==> config.mk <==
export PLATFORM = sky130hd
export DESIGN_NAME = imem_boot_loader_flat
export DESIGN_NICKNAME = d
export VERILOG_FILES = /design/src/rtl/imem_boot_loader_if.sv /design/src/rtl/imem_boot_loader.sv /design/src/flat_wrapper.sv
export SDC_FILE = /design/constraint.sdc
export NUM_CORES = 1
export LEC_CHECK = 0
export ABC_AREA = 0
export BUFFER_PORTS_ARGS = -buffer_cell sky130_fd_sc_hd__buf_4
export CAP_MARGIN = 20
export CORE_ASPECT_RATIO = 0.5
export CORE_MARGIN = 5
export CORE_UTILIZATION = 60
export CTS_CLUSTER_DIAMETER = 200
export DETAILED_ROUTE_END_ITERATION = 6
export GPL_ROUTABILITY_DRIVEN = 0
export PLACE_DENSITY = 0.8
export SLEW_MARGIN = 20
export SYNTH_ARGS = -nofsm -noshare
export SYNTH_HDL_FRONTEND = slang
export SYNTH_SLANG_ARGS = --single-unit
==> constraint.sdc <==
create_clock -name clock -period 3.2 [get_ports clock]
set_input_delay 0.8 -clock clock [delete_from_list [all_inputs] [get_ports clock]]
set_output_delay 0.8 -clock clock [all_outputs]
set_load 0.02 [all_outputs]
==> src/rtl/imem_boot_loader_if.sv <==
// Byte-stream input and instruction-memory write/status bundle for imem_boot_loader.
// The master drives the byte stream; the slave is the loader.
interface imem_boot_loader_if #(
    parameter int unsigned ADDR_W = 11
);
    logic              byte_valid;
    logic [7:0]        byte_data;
    logic              byte_ready;
    logic              imem_we;
    logic [ADDR_W-1:0] imem_addr;
    logic [31:0]       imem_wdata;
    logic              cpu_run;
    logic              load_done;
    logic              load_error;

    modport master (
        output byte_valid, byte_data,
        input  byte_ready, imem_we, imem_addr, imem_wdata,
        input  cpu_run, load_done, load_error
    );

    modport slave (
        input  byte_valid, byte_data,
        output byte_ready, imem_we, imem_addr, imem_wdata,
        output cpu_run, load_done, load_error
    );
endinterface

==> src/rtl/imem_boot_loader.sv <==
// Framed program loader: sync, 16-bit word count, big-endian words, XOR checksum.
// Writes words into instruction memory and holds the core until the image verifies.
module imem_boot_loader #(
    parameter int unsigned ADDR_W    = 11,
    parameter int unsigned MAX_WORDS = 2048,
    parameter logic [7:0]  SYNC_BYTE = 8'hA5,
    parameter int unsigned TIMEOUT   = 5_000_000
) (
    input  logic clock,
    input  logic reset,
    input  logic reload,
    imem_boot_loader_if.slave bus
);
    localparam logic [31:0] TO_LIMIT = (TIMEOUT == 0) ? 32'd0 : 32'(TIMEOUT - 1);

    typedef enum logic [2:0] {
        S_SYNC,
        S_CNT_HI,
        S_CNT_LO,
        S_DATA,
        S_CHECK,
        S_DONE,
        S_ERROR
    } state_t;

    state_t state, nxt;

    logic [15:0]       count;
    logic [15:0]       word_idx;
    logic [1:0]        byte_cnt;
    logic [23:0]       shift;
    logic [7:0]        csum;
    logic [31:0]       idle;
    logic              we_q;
    logic [ADDR_W-1:0] addr_q;
    logic [31:0]       wdata_q;

    logic        ready;
    logic        accept;
    logic        timed;
    logic        timeout_hit;
    logic [15:0] cnt_full;
    logic        last_byte_of_image;

    assign ready    = (state != S_DONE) && (state != S_ERROR);
    assign accept   = bus.byte_valid && ready;
    assign timed    = (state == S_CNT_HI) || (state == S_CNT_LO) ||
                      (state == S_DATA)   || (state == S_CHECK);
    assign cnt_full = {count[15:8], bus.byte_data};
    // Fires on the edge where the idle counter would reach TIMEOUT.
    assign timeout_hit = (TIMEOUT != 0) && timed && !accept && (idle == TO_LIMIT);
    assign last_byte_of_image = (byte_cnt == 2'd3) && (word_idx == count - 16'd1);

    always_ff @(posedge clock or negedge reset) begin
        if (!reset) state <= S_SYNC;
        else        state <= nxt;
    end

    always_comb begin
        nxt = state;
        case (state)
            S_SYNC:   if (accept && bus.byte_data == SYNC_BYTE) nxt = S_CNT_HI;
            S_CNT_HI: if (accept) nxt = S_CNT_LO;
            S_CNT_LO: if (accept) begin
                if (cnt_full == 16'd0)                 nxt = S_CHECK;
                else if (32'(cnt_full) > MAX_WORDS)    nxt = S_ERROR;
                else                                   nxt = S_DATA;
            end
            // Moving to CHECK while the last write is still pending lets the
            // checksum byte arrive in the write cycle without a bubble.
            S_DATA:   if (accept && last_byte_of_image) nxt = S_CHECK;
            S_CHECK:  if (accept) nxt = (bus.byte_data == csum) ? S_DONE : S_ERROR;
            S_DONE:   nxt = S_DONE;
            S_ERROR:  nxt = S_ERROR;
            default:  nxt = S_SYNC;
        endcase
        if (timeout_hit) nxt = S_ERROR;
        if (reload)      nxt = S_SYNC;
    end

    always_ff @(posedge clock or negedge reset) begin
        if (!reset) begin
            count    <= '0;
            word_idx <= '0;
            byte_cnt <= '0;
            shift    <= '0;
            csum     <= '0;
            idle     <= '0;
            we_q     <= 1'b0;
            addr_q   <= '0;
            wdata_q  <= '0;
        end else if (reload) begin
            count    <= '0;
            word_idx <= '0;
            byte_cnt <= '0;
            shift    <= '0;
            csum     <= '0;
            idle     <= '0;
            we_q     <= 1'b0;
        end else begin
            we_q <= 1'b0;
            if (timed && !accept) idle <= idle + 32'd1;
            else                  idle <= '0;
            if (accept) begin
                case (state)
                    S_CNT_HI: begin
                        count[15:8] <= bus.byte_data;
                        csum        <= csum ^ bus.byte_data;
                    end
                    S_CNT_LO: begin
                        count[7:0] <= bus.byte_data;
                        csum       <= csum ^ bus.byte_data;
                    end
                    S_DATA: begin
                        csum     <= csum ^ bus.byte_data;
                        shift    <= {shift[15:0], bus.byte_data};
                        byte_cnt <= byte_cnt + 2'd1;
                        if (byte_cnt == 2'd3) begin
                            we_q     <= 1'b1;
                            addr_q   <= word_idx[ADDR_W-1:0];
                            wdata_q  <= {shift, bus.byte_data};
                            word_idx <= word_idx + 16'd1;
                        end
                    end
                    default: ;
                endcase
            end
        end
    end

    assign bus.byte_ready = ready;
    assign bus.imem_we    = we_q;
    assign bus.imem_addr  = addr_q;
    assign bus.imem_wdata = wdata_q;
    assign bus.cpu_run    = (state == S_DONE);
    assign bus.load_done  = (state == S_DONE);
    assign bus.load_error = (state == S_ERROR);
endmodule
==> src/flat_wrapper.sv <==
// flat-port wrapper written by rule: the top's interface ports become plain ports
module imem_boot_loader_flat 
#(
    parameter int unsigned ADDR_W    = 11,
    parameter int unsigned MAX_WORDS = 2048,
    parameter logic [7:0]  SYNC_BYTE = 8'hA5,
    parameter int unsigned TIMEOUT   = 5_000_000
)
  (clock, reset, reload, bus_byte_valid, bus_byte_data, bus_byte_ready, bus_imem_we, bus_imem_addr, bus_imem_wdata, bus_cpu_run, bus_load_done, bus_load_error);
  imem_boot_loader_if #(.ADDR_W(ADDR_W)) bus_i ();
  input  logic clock;
  input  logic reset;
  input  logic reload;
  input wire logic [$bits(bus_i.byte_valid)-1:0] bus_byte_valid;
  input wire logic [$bits(bus_i.byte_data)-1:0] bus_byte_data;
  output wire logic [$bits(bus_i.byte_ready)-1:0] bus_byte_ready;
  output wire logic [$bits(bus_i.imem_we)-1:0] bus_imem_we;
  output wire logic [$bits(bus_i.imem_addr)-1:0] bus_imem_addr;
  output wire logic [$bits(bus_i.imem_wdata)-1:0] bus_imem_wdata;
  output wire logic [$bits(bus_i.cpu_run)-1:0] bus_cpu_run;
  output wire logic [$bits(bus_i.load_done)-1:0] bus_load_done;
  output wire logic [$bits(bus_i.load_error)-1:0] bus_load_error;
  assign bus_i.byte_valid = bus_byte_valid;
  assign bus_i.byte_data = bus_byte_data;
  assign bus_byte_ready = bus_i.byte_ready;
  assign bus_imem_we = bus_i.imem_we;
  assign bus_imem_addr = bus_i.imem_addr;
  assign bus_imem_wdata = bus_i.imem_wdata;
  assign bus_cpu_run = bus_i.cpu_run;
  assign bus_load_done = bus_i.load_done;
  assign bus_load_error = bus_i.load_error;
  imem_boot_loader #(.ADDR_W(ADDR_W), .MAX_WORDS(MAX_WORDS), .SYNC_BYTE(SYNC_BYTE), .TIMEOUT(TIMEOUT)) u_core (.clock(clock), .reset(reset), .reload(reload), .bus(bus_i));
endmodule
==> metrics.md <==
| Metric | Value |
|---|---|
| Critical Path Sink Type | `register` |
| Synth async-reset ratio | `between 90% and 100%` |
| Final Cycle Share | `just over 90%` |
| Die H | `between 80 and 90 µm` |
| Endpoints failing hold | `0` |
| Diodes inserted | `0` |
| Failing checks | `DRC` |
| Initial core utilization | `approximately 62%` |
| Via-to-Cell Ratio | `approximately 5.8` |
| Die Wd | `approximately 160 µm` |
| Kind of critical path | `reg -> reg` |
| Final min period | `around 3000 ps` |
| Nets | `just under 800` |
| Site row count | `27` |
| Worst Tran Pin Value | `609 ps` |
| Max VDD drop | `about 0.00038 V` |
| Mapped Area | `a little under 7000 µm²` |
| Post-DP HPWL | `just over 10 mm` |
| FF+latch count, synth | `145` |
| Drc violations | `2` |
| P&R area growth vs syn | `17.7%` |
| First-pass GRT wire length | `between 20 and 30 mm` |
| Initial antenna violation count | `0` |
| Fmax | `between 300 and 400 MHz` |
| WL per Instance | `around 17 µm` |
| Layout Skew | `a little over 8 ps` |
| Via count | `roughly 5300` |
| Outcome | `complete, but fails checks` |
| Synth area leaders | `dfrtp_1, mux2_2, nand2_1` |
| Die footprint | `roughly 14000 µm²` |
| CTS buffer count | `17` |
| Sequential share of the synthesized area | `between 50 and 60%` |
| Total congestion overflow | `0` |
| Critical Path Source Type | `register` |
| Worst Hold Class | `in -> async` |
| IO Pins | `60` |
| Yosys cell types | `48` |
| Post-CTS setup buffer count | `0` |
| Setup_tns | `0 ps` |
| Resized Gates After CTS | `0` |
| First DRT Iteration DRCs | `approximately 380` |
| Synth warn | `0` |
| Root Driver | `clkbuf_16` |
| Max_cap viols | `0` |
| CTS clk-pin slew, worst paths | `~60 ps` |
| Pin count of the biggest net entering global routing | `59` |
| TritonRoute pass-1 iters | `7` |
| Leakage | `roughly 3.7 nW` |
| Worst R2R Path Depth | `8` |
| RSZ-0062 raised after global routing | `no` |
| Synth Area per Inst | `9.79 µm²` |
| Number of global-route vias before repair | `5395` |
| Total track usage | `24.2%` |
| Worst-path maximum fanout | `7` |
| Worst EP arrival | `around 3300 ps` |
| Final setup violation count | `0` |
| Worst-Skew Late Latency | `410 ps` |
| EDFF count, synth | `0` |
| Port buffer count | `between 50 and 60` |
| Crit path required time | `3510 ps` |
| Post-route insts no fill | `918` |
| Final Core Density | `approximately 73%` |
| Syn Nets | `~730` |
| ANT nets after route | `0` |
| Final slew viol count | `0` |
| Post-synthesis cell count | `a little over 700` |
| Power density cells | `around 520 nW/µm²` |
| Yosys top cell by area | `dfrtp_1` |
| Placed cells | `approximately 900` |
| Clock Sinks | `between 100 and 150` |
| CTS Buffer Depth | `2` |
| Proportion of layout cells with a drive suffix above 1 | `between 10% and 20%` |
| CTS tree | `built` |
| # fillers | `792` |
| Core ar. | `between 10000 and 15000 µm²` |
| Most frequent cell after synthesis | `dfrtp_1` |
| Post-synth top flop | `dfrtp_1` |
| Yosys top cell area share | `between 50% and 60%` |
| Most common library cells after synthesis | `dfrtp_1, nand2_1, nor2_1` |
| H-tree depth | `4` |
| Hold Buf Count CTS | `0` |
| Routed WL | `15.8 mm` |
| Max-slew headroom | `roughly 60%` |
final cells by class:
type                            instances  area (µm²)  area share [%]
Sequential cell                       145        3630            44.3
Clock inverter                          9         176            2.15
Timing Repair Buffer                   69         547            6.68
Inverter                                9        33.8           0.413
Tap cell                              145         181            2.22
Clock buffer                           23         478            5.84
Multi-Input combinational cell        518        3140            38.4
worst max-delay path, stage by stage (launching register included):
cell	delay, ps
dfrtp_1	450
or4_4	550
or4_4	550
or4_1	520
o211ai_1	110
nand4_1	130
o21bai_2	230
nand2_1	120
a31oi_1	230
registers in the layout, indices dropped and copies added (netlist names):
name,count
u_core.shift,24
u_core.bus.imem_we,1
u_core.csum,8
u_core.bus.imem_addr,11
u_core.word_idx,16
u_core.idle,32
u_core.bus.imem_wdata,32
u_core.count,16
u_core.byte_cnt,2
u_core.state,3
stage by stage:
stage	hold slack [ps]	power (mW)	area, µm²	setup WS, ps
6_report	346	4.30	8190	214
5_1_grt	396	4.44	8190	94.3
4_1_cts	366	4.32	8190	235
3_5_place_dp	494	2.13	7530	207
3_3_place_gp	491	2.12	7530	270
2_1_floorplan	476	2.04	6960	376
kinds of logic after synthesis:
logic type / Yosys count / share of synthesized area [%]
buffers and inverters: 48 / 2.82
and+or+nand+nor: 308 / 20.7
adders and majority gates: 4 / 0.719
xor gates and xnor gates: 74 / 9.31
muxes: 46 / 7.41
DFF: 145 / 52.1
AOI/OAI and AO/OA: 86 / 6.87
final timing paths:
| kind | start | to | slack [ps] |
|---|---|---|---|
| hold / removal | reset | u_core.idle[19]$_DFF_PN0_ | 350 |
| max in group asynchronous | reset | u_core.bus.imem_wdata[24]$_DFFE_PN0P_ | 2140 |
| setup reg to reg | u_core.count[4]$_DFFE_PN0P_ | u_core.state[2]$_DFFE_PN0P_ | 210 |
| hold reg to reg | u_core.idle[0]$_DFF_PN0_ | u_core.idle[0]$_DFF_PN0_ | 500 |
| min in group clock | u_core.idle[0]$_DFF_PN0_ | u_core.idle[0]$_DFF_PN0_ | 500 |
| setup / recovery | u_core.count[4]$_DFFE_PN0P_ | u_core.state[2]$_DFFE_PN0P_ | 210 |
cells in the final DEF, fill, tap and decap left out, types with 2 or more instances in the layout:
cell type	synthesis	layout
a31oi_1	4	4
ha_1	4	4
or4_1	6	6
inv_1	9	9
nand3_1	20	20
bufinv_16	0	5
and3_1	6	6
buf_4	1	66
o211ai_1	2	2
nor4_1	11	11
o21ai_0	13	13
or3_1	12	12
clkbuf_1	31	3
clkbuf_8	0	3
and2_1	4	4
o22ai_1	2	2
nand4_1	16	16
nor4b_1	3	3
or4_4	2	2
nand2_1	123	123
nor2b_1	5	5
mux2_2	44	44
mux2i_1	2	2
clkinv_2	0	2
clkbuf_16	0	17
nand3b_1	3	3
xnor2_1	31	31
nand4b_1	2	2
nor3_1	10	10
a21oi_1	55	55
nor2_1	73	71
xor2_1	43	43
buf_12	0	2
dfrtp_1	145	145
nand2b_1	8	8
power by group:
part           internal [mW]  switching [mW]
clock network           1.45           0.753
registers               1.85          0.0227
logic                 0.0775           0.149
total                   3.37           0.925
metal layers:
layer / part of all wire (%) / up-vias / track usage [%]
met4: 1.7 / 0 / 8.75
li1: - / 2525 / -
met2: 49 / 144 / 39.3
met1: 44 / 2588 / 33.0
met5: 0 / - / 0
met3: 5.1 / 30 / 4.66
No activity file was read; power rests on OpenSTA's default activity.
